<file path="config.mk">
export PLATFORM = sky130hd
export DESIGN_NAME = rocc_cmd_arbiter
export DESIGN_NICKNAME = d
export VERILOG_FILES = /design/src/rtl/rocc_cmd_arbiter.sv
export SDC_FILE = /design/constraint.sdc
export NUM_CORES = 1
export LEC_CHECK = 0
export BUFFER_PORTS_ARGS = -buffer_cell sky130_fd_sc_hd__buf_4
export CAP_MARGIN = 20
export CORE_AREA = 8 8 396 398
export DETAILED_ROUTE_END_ITERATION = 6
export DIE_AREA = 0 0 404 406
export PLACE_DENSITY = 0.3
export SLEW_MARGIN = 20
export SYNTH_ARGS = -nofsm -noshare
export SYNTH_HDL_FRONTEND = slang
export SYNTH_SLANG_ARGS = --single-unit
</file>
<file path="constraint.sdc">
create_clock -name clock -period 9.9 [get_ports clock]
set_clock_uncertainty 0.1 [all_clocks]
set_input_delay 0.495 -clock clock [delete_from_list [all_inputs] [get_ports clock]]
set_output_delay 0.495 -clock clock [all_outputs]
set_load 0.005 [all_outputs]
</file>
<file path="src/rtl/rocc_cmd_arbiter.sv">
// rocc_cmd_arbiter: shares one ROCC cmd/resp port between NUM_REQ requesters.
// Cmds are arbitrated round-robin into a single registered output stage.
// The rd of each xd=1 cmd is swapped for an internal tag, and the original
// rd is restored when the matching response returns to its owner.
// Optional build macro ROCC_ARB_PERF_EN adds grant and tag-stall counters.
// Without it the perf ports are still present but tied to zero.
module rocc_cmd_arbiter #(
   parameter int unsigned NUM_REQ  = 4,
   parameter int unsigned NUM_TAGS = 8,
   parameter int unsigned XLEN     = 64
) (
   input  logic                    clock,
   input  logic                    reset_n,
   input  logic [NUM_REQ-1:0]      req_cmd_valid,
   output logic [NUM_REQ-1:0]      req_cmd_ready,
   input  logic [7*NUM_REQ-1:0]    req_cmd_funct,
   input  logic [5*NUM_REQ-1:0]    req_cmd_rd,
   input  logic [NUM_REQ-1:0]      req_cmd_xd,
   input  logic [XLEN*NUM_REQ-1:0] req_cmd_rs1,
   input  logic [XLEN*NUM_REQ-1:0] req_cmd_rs2,
   output logic [NUM_REQ-1:0]      req_resp_valid,
   input  logic [NUM_REQ-1:0]      req_resp_ready,
   output logic [4:0]              req_resp_rd,
   output logic [XLEN-1:0]         req_resp_dat,
   output logic                    io_cmd_valid,
   input  logic                    io_cmd_ready,
   output logic [6:0]              io_cmd_bits_inst_funct,
   output logic [4:0]              io_cmd_bits_inst_rd,
   output logic                    io_cmd_bits_inst_xd,
   output logic [XLEN-1:0]         io_cmd_bits_rs1,
   output logic [XLEN-1:0]         io_cmd_bits_rs2,
   input  logic                    io_resp_valid,
   output logic                    io_resp_ready,
   input  logic [4:0]              io_resp_bits_rd,
   input  logic [XLEN-1:0]         io_resp_bits_dat,
   output logic                    err_unexpected_resp,
   output logic [32*NUM_REQ-1:0]   perf_grant_count,
   output logic [31:0]             perf_tag_stall
);

   localparam int unsigned REQ_W   = (NUM_REQ > 1) ? $clog2(NUM_REQ) : 1;
   localparam int unsigned TAG_W   = 5;
   localparam int unsigned FUNCT_W = 7;

   typedef enum logic {
      ST_EMPTY = 1'b0,
      ST_FULL  = 1'b1
   } stage_e;

   stage_e stage_q;
   stage_e stage_d;

   logic [REQ_W-1:0]   rr_q;
   logic [NUM_TAGS-1:0] tag_vld_q;
   logic [REQ_W-1:0]   tag_req_q [NUM_TAGS];
   logic [TAG_W-1:0]   tag_rd_q  [NUM_TAGS];

   logic               tag_avail;
   logic [TAG_W-1:0]   free_tag;
   logic [NUM_REQ-1:0] eligible;
   logic               grant_vld;
   logic [REQ_W-1:0]   grant_idx;
   logic [NUM_REQ-1:0] grant_oh;
   logic               load_ok;
   logic               accept;
   logic               alloc;

   logic [FUNCT_W-1:0] sel_funct;
   logic [TAG_W-1:0]   sel_rd;
   logic               sel_xd;
   logic [XLEN-1:0]    sel_rs1;
   logic [XLEN-1:0]    sel_rs2;

   logic               resp_hit;
   logic [REQ_W-1:0]   resp_owner;
   logic [TAG_W-1:0]   resp_orig_rd;
   logic               resp_fire;

   // Lowest-index free tag and whether any tag is free at all
   always_comb begin
      tag_avail = 1'b0;
      free_tag  = '0;
      for (int unsigned t = 0; t < NUM_TAGS; t++) begin
         if (!tag_avail && !tag_vld_q[t]) begin
            tag_avail = 1'b1;
            free_tag  = TAG_W'(t);
         end
      end
   end

   // xd=1 requesters are only eligible while a tag can be handed out
   assign eligible = req_cmd_valid & (~req_cmd_xd | {NUM_REQ{tag_avail}});

   // Round-robin search starting at the pointer, wrapping modulo NUM_REQ
   always_comb begin
      grant_vld = 1'b0;
      grant_idx = '0;
      for (int unsigned k = 0; k < NUM_REQ; k++) begin
         for (int unsigned i = 0; i < NUM_REQ; i++) begin
            if (!grant_vld && eligible[i] &&
                (i == ((32'(rr_q) + k) % NUM_REQ))) begin
               grant_vld = 1'b1;
               grant_idx = REQ_W'(i);
            end
         end
      end
   end

   // Payload mux for the granted requester
   always_comb begin
      sel_funct = '0;
      sel_rd    = '0;
      sel_xd    = 1'b0;
      sel_rs1   = '0;
      sel_rs2   = '0;
      grant_oh  = '0;
      for (int unsigned i = 0; i < NUM_REQ; i++) begin
         if (grant_vld && (grant_idx == REQ_W'(i))) begin
            grant_oh[i] = 1'b1;
            sel_funct   = req_cmd_funct[FUNCT_W*i +: FUNCT_W];
            sel_rd      = req_cmd_rd[TAG_W*i +: TAG_W];
            sel_xd      = req_cmd_xd[i];
            sel_rs1     = req_cmd_rs1[XLEN*i +: XLEN];
            sel_rs2     = req_cmd_rs2[XLEN*i +: XLEN];
         end
      end
   end

   // Output stage state register
   always_ff @(posedge clock or negedge reset_n) begin
      if (!reset_n) begin
         stage_q <= ST_EMPTY;
      end else begin
         stage_q <= stage_d;
      end
   end

   // Output stage next state: load when empty or when draining this cycle
   always_comb begin
      stage_d = stage_q;
      load_ok = 1'b0;
      case (stage_q)
         ST_EMPTY: begin
            load_ok = 1'b1;
            if (grant_vld) begin
               stage_d = ST_FULL;
            end
         end
         ST_FULL: begin
            load_ok = io_cmd_ready;
            if (io_cmd_ready && !grant_vld) begin
               stage_d = ST_EMPTY;
            end
         end
         default: begin
            stage_d = ST_EMPTY;
         end
      endcase
   end

   assign accept        = grant_vld & load_ok & reset_n;
   assign alloc         = accept & sel_xd;
   assign req_cmd_ready = accept ? grant_oh : '0;
   assign io_cmd_valid  = (stage_q == ST_FULL);

   // Output register: captures the granted cmd, rd replaced by tag for xd=1
   always_ff @(posedge clock or negedge reset_n) begin
      if (!reset_n) begin
         io_cmd_bits_inst_funct <= '0;
         io_cmd_bits_inst_rd    <= '0;
         io_cmd_bits_inst_xd    <= 1'b0;
         io_cmd_bits_rs1        <= '0;
         io_cmd_bits_rs2        <= '0;
      end else if (accept) begin
         io_cmd_bits_inst_funct <= sel_funct;
         io_cmd_bits_inst_rd    <= sel_xd ? free_tag : sel_rd;
         io_cmd_bits_inst_xd    <= sel_xd;
         io_cmd_bits_rs1        <= sel_rs1;
         io_cmd_bits_rs2        <= sel_rs2;
      end
   end

   // Round-robin pointer moves past each granted requester
   always_ff @(posedge clock or negedge reset_n) begin
      if (!reset_n) begin
         rr_q <= '0;
      end else if (accept) begin
         rr_q <= (32'(grant_idx) == NUM_REQ - 1) ? '0 : grant_idx + 1'b1;
      end
   end

   // Tag lookup for the returning response (out-of-range tags never hit)
   always_comb begin
      resp_hit     = 1'b0;
      resp_owner   = '0;
      resp_orig_rd = '0;
      for (int unsigned t = 0; t < NUM_TAGS; t++) begin
         if ((io_resp_bits_rd == TAG_W'(t)) && tag_vld_q[t]) begin
            resp_hit     = 1'b1;
            resp_owner   = tag_req_q[t];
            resp_orig_rd = tag_rd_q[t];
         end
      end
   end

   // Response routing to the owning requester; stray responses are sunk
   always_comb begin
      req_resp_valid = '0;
      io_resp_ready  = 1'b1;
      for (int unsigned i = 0; i < NUM_REQ; i++) begin
         if (resp_hit && (resp_owner == REQ_W'(i))) begin
            req_resp_valid[i] = io_resp_valid;
            io_resp_ready     = req_resp_ready[i];
         end
      end
      req_resp_rd  = resp_hit ? resp_orig_rd : '0;
      req_resp_dat = io_resp_bits_dat;
   end

   assign resp_fire = io_resp_valid & io_resp_ready & resp_hit;

   // Tag table: free on response handshake, allocate on xd=1 grant
   always_ff @(posedge clock or negedge reset_n) begin
      if (!reset_n) begin
         tag_vld_q <= '0;
         for (int unsigned t = 0; t < NUM_TAGS; t++) begin
            tag_req_q[t] <= '0;
            tag_rd_q[t]  <= '0;
         end
      end else begin
         for (int unsigned t = 0; t < NUM_TAGS; t++) begin
            if (resp_fire && (io_resp_bits_rd == TAG_W'(t))) begin
               tag_vld_q[t] <= 1'b0;
            end
            if (alloc && (free_tag == TAG_W'(t))) begin
               tag_vld_q[t] <= 1'b1;
               tag_req_q[t] <= grant_idx;
               tag_rd_q[t]  <= sel_rd;
            end
         end
      end
   end

   // Sticky flag for responses carrying an unallocated tag
   always_ff @(posedge clock or negedge reset_n) begin
      if (!reset_n) begin
         err_unexpected_resp <= 1'b0;
      end else if (io_resp_valid && !resp_hit) begin
         err_unexpected_resp <= 1'b1;
      end
   end

`ifdef ROCC_ARB_PERF_EN
   logic [31:0] grant_cnt_q [NUM_REQ];
   logic [31:0] stall_cnt_q;
   logic        tag_stall;

   assign tag_stall = (|(req_cmd_valid & req_cmd_xd)) & ~tag_avail;

   // Per-requester saturating grant counters
   always_ff @(posedge clock or negedge reset_n) begin
      if (!reset_n) begin
         for (int unsigned i = 0; i < NUM_REQ; i++) begin
            grant_cnt_q[i] <= '0;
         end
      end else begin
         for (int unsigned i = 0; i < NUM_REQ; i++) begin
            if (accept && (grant_idx == REQ_W'(i)) && (grant_cnt_q[i] != '1)) begin
               grant_cnt_q[i] <= grant_cnt_q[i] + 32'd1;
            end
         end
      end
   end

   // Saturating count of cycles where an xd=1 requester waits for a tag
   always_ff @(posedge clock or negedge reset_n) begin
      if (!reset_n) begin
         stall_cnt_q <= '0;
      end else if (tag_stall && (stall_cnt_q != '1)) begin
         stall_cnt_q <= stall_cnt_q + 32'd1;
      end
   end

   // Flatten counters onto the perf port
   always_comb begin
      perf_grant_count = '0;
      for (int unsigned i = 0; i < NUM_REQ; i++) begin
         perf_grant_count[32*i +: 32] = grant_cnt_q[i];
      end
   end

   assign perf_tag_stall = stall_cnt_q;
`else
   assign perf_grant_count = '0;
   assign perf_tag_stall   = '0;
`endif

endmodule

</file>
==> flow_summary.toml <==
[drt]
drt_wl_total_mm = 109.7
wire_per_inst_um = 25.95
antenna_left = 0
drc_errors = 0
firstDrtPassIters = 5
vias = 15012
drt-initial-drc-count = 982
viasPerCell = 3.552

[floorplan]
io_pins = 1026
die-area_sq_um = 164000
fp.dieH_um = 406
start_util = 0.08921
fp.dieW_um = 404
core-area_sq_um = 150700
row_count = 143

[synthesis]
synthCells = 1415
syn_area_sq_um = 13440
dominantRegCellSynth = "dfrtp_1"
ys_ff_latch = 209
synth_top_area_share = 0.3892
yosys-top-cells-count = "buf_4, dfrtp_1, nor2_1"
synth_edf_count = 0
synth_top_cell_by_area = "dfrtp_1"
yosysUniqueCellTypes = 67
ys_warn_count = 0
synth_mux_area_frac = 0.04804
synth_xor_area_frac = 0
synth-simple-area-share = 0.1349
synth_top_family_by_area = "compound AO/OA/AOI/OAI gates"
synth_most_common_cell = "buf_4"
seq_area_frac_synth = 0.3892
synthArstFlopShare = 1.000
avgSynthCellArea_sq_um = 9.498
synth_area_leaders = "dfrtp_1, buf_4, a221o_1"
synth_compound_area_frac = 0.2604
synth_adder_area_share = 0.001862

[pwr]
power_leakage_nw = 10.03
irDropWorstVdd_mv = 0.1476
p_per_area_nw_per_um2 = 219.0

[clock_tree]
cts_tree = "done"
cts_made_buffers = 31
cts_buffer_depth = 3
post-cts-setup-buffer-count = 0
cts-root-buf = "clkbuf_16"
clkTransAtPathRegs_ns = 0.06
clkLatencyLatePin_ns = 0.64
htree_levels = 1
clkSinkCount = 209

[setup_path]
crit_buf_inv = 2
path_class = "flip-flop to output port"
cp_max_fo = 136
end_kind = "output port"
max_stage_delay_ns = 0.64
cpLargestDelayFamily = "compound AO/OA/AOI/OAI gates"
crit_chain = "and4_1 > a31oi_1 > a21oi_1 > nor2_1 > a221oi_1 > ha_1 > nand2_1 > nor2_4 > buf_12 > buf_4"
cp.arrival_ns = 4.33
slowest_stage = "a221oi_1"
cp-start-kind = "flip-flop"
crit_required_ns = 9.31

[placement]
hpwl_mm = 87.44
port_buffers = 737
place_congestion = 0.8150
place_ws_ns = 4.748

[sta]
grt_setup_unrepaired = "no"
tightest_slew_ns = 1.097
setup_viol_count_final = 0
tns_ns = 0
final-hold-violation-count = 0
finalCritPeriodShare = 0.4976
max-slew-margin-rel = 0.2630
fin_ws_ns = 4.974
finalCriticalPeriod_ns = 4.926
slew_violations = 0
whs_ns = 0.07634
max_freq_ghz = 0.2030

[layout]
fin_nets = 2811
fillers = 17347
final_util = 0.1504
drive_above_1_share = 0.3926
syn2layout_area_growth_pct = 68.62

[status]
outcome = "complete, no violations"

[global_routing]
grt_max_degree = 137
grt_use_total = 0.1251
grt_pass1_wl_mm = 144.1
grt_pass1_vias = 16164
grt_overflow = 0
antenna_found_initial = 36

[run]
maxCapViolCount = 0

[hold_path]
min_path_type = "primary input to flip-flop"
==> worst register-to-register path, delay by kind of cell (launching register included) <==
family,cells,cell delay (ns)
flops,1,0.47
fa+ha+maj,1,0.24
compound gates,7,2.30
simple gates,3,0.63
buf+inv,4,0.94
==> sequential cells by signal (all words and copies together), names as in the netlist <==
signal and count:
io_cmd_bits_inst_funct 7, err_unexpected_resp 1, tag_vld_q 8, io_cmd_bits_rs1 64
tag_rd_q 40, io_cmd_bits_inst_rd 5, io_cmd_valid 1, io_cmd_bits_inst_xd 1
io_cmd_bits_rs2 64, rr_q 2, tag_req_q 16
==> path summary, 6_finish.rpt <==
kind	start	end	slack [ns]	depth (start not counted)
worst max-delay path	tag_vld_q[2]$_DFFE_PN0P_	req_cmd_ready[3]	4.97	10
worst min-delay path	io_resp_valid	err_unexpected_resp$_DFFE_PN0P_	0.08	2
worst max register to register	tag_vld_q[2]$_DFFE_PN0P_	io_cmd_bits_inst_funct[4]$_DFFE_PN0N_	5.10	15
worst min register to register	tag_rd_q[8]$_DFFE_PN0P_	tag_rd_q[8]$_DFFE_PN0P_	0.39	1
max in group asynchronous	reset_n	io_cmd_bits_rs2[44]$_DFFE_PN0N_	7.59	4
min in group asynchronous	reset_n	err_unexpected_resp$_DFFE_PN0P_	0.30	2
==> metrics by stage <==
step / total power, mW / cell area (sq um) / std cells
2_1_floorplan: 2.465 / 14040 / 1574
3_3_place_gp: 3.802 / 20250 / 4026
3_5_place_dp: 3.771 / 20250 / 4026
4_1_cts: 5.125 / 22640 / 4217
5_1_grt: 5.318 / 22650 / 4220
6_report: 4.962 / 22660 / 4226
==> report_power, final <==
part	switching [mW]	total [mW]	leakage (nW)	internal, mW
logic	1.27	2.32	6.87	1.05
clock network	0.521	1.21	0.502	0.690
registers	0.246	1.43	2.66	1.19
total	2.04	4.96	10.0	2.92
==> area by class of cell <==
cell class,count,area [sq um],area share
Antenna cell,8,20.02,0.0008834
Clock buffer,49,923.4,0.04075
Clock inverter,8,117.6,0.005190
Inverter,22,82.58,0.003644
Multi-Input combinational cell,1001,6645,0.2932
Sequential cell,209,5230,0.2308
Tap cell,2030,2540,0.1121
Timing Repair Buffer,899,7102,0.3134
==> logic make-up after synthesis <==
group	count (synthesis)
buffers and inverters	364
other	1
DFF	209
AOI/OAI and AO/OA	391
muxes	58
adders and majority gates	2
and+or+nand+nor	390
==> metal layers <==
layer  GRT usage  wire length (um)  up-vias  share of wire
met4     0.02656              2422        8          0.022
met2      0.2076             51150      774           0.47
met3     0.04479             10270      136          0.094
met1      0.1555             45680     7497           0.42
met5    0.004677               152        -         0.0014
li1            -                 -     6597              -
==> what timing repair did <==
action | CTS | global route
gates resized for setup | 0 | 0
hold buffers | 134 | 0
hold endpoints to repair | 184 | 0
==> cell usage in the layout, fill, tap and decap left out, types with 3 or more instances in the layout <==
master	netlist	final
or3_1	3	3
buf_4	225	762
a211oi_1	8	8
o21ai_0	19	19
a22oi_1	6	6
conb_1	1	160
mux2_1	32	32
a31oi_1	8	8
o21ai_1	5	5
clkbuf_8	0	8
mux2_2	20	20
a21oi_1	7	7
mux2i_1	6	6
o21ai_4	4	4
dfrtp_1	209	209
o31ai_1	5	4
a221oi_1	142	142
o31a_1	4	4
clkbuf_16	0	31
nand4_1	3	3
nor3_1	151	151
inv_1	22	22
nor2_4	0	3
clkbuf_1	101	10
nand2b_1	6	6
o31ai_2	2	3
and2_1	4	4
nor2_1	166	163
o22ai_1	7	7
diode_2	0	8
dlygate4sd3_1	0	134
a222oi_1	5	5
nand3_1	7	6
a221o_1	141	141
a22o_1	3	3
nand2_1	31	30
Note: power is estimated with default switching activity, not from simulation.
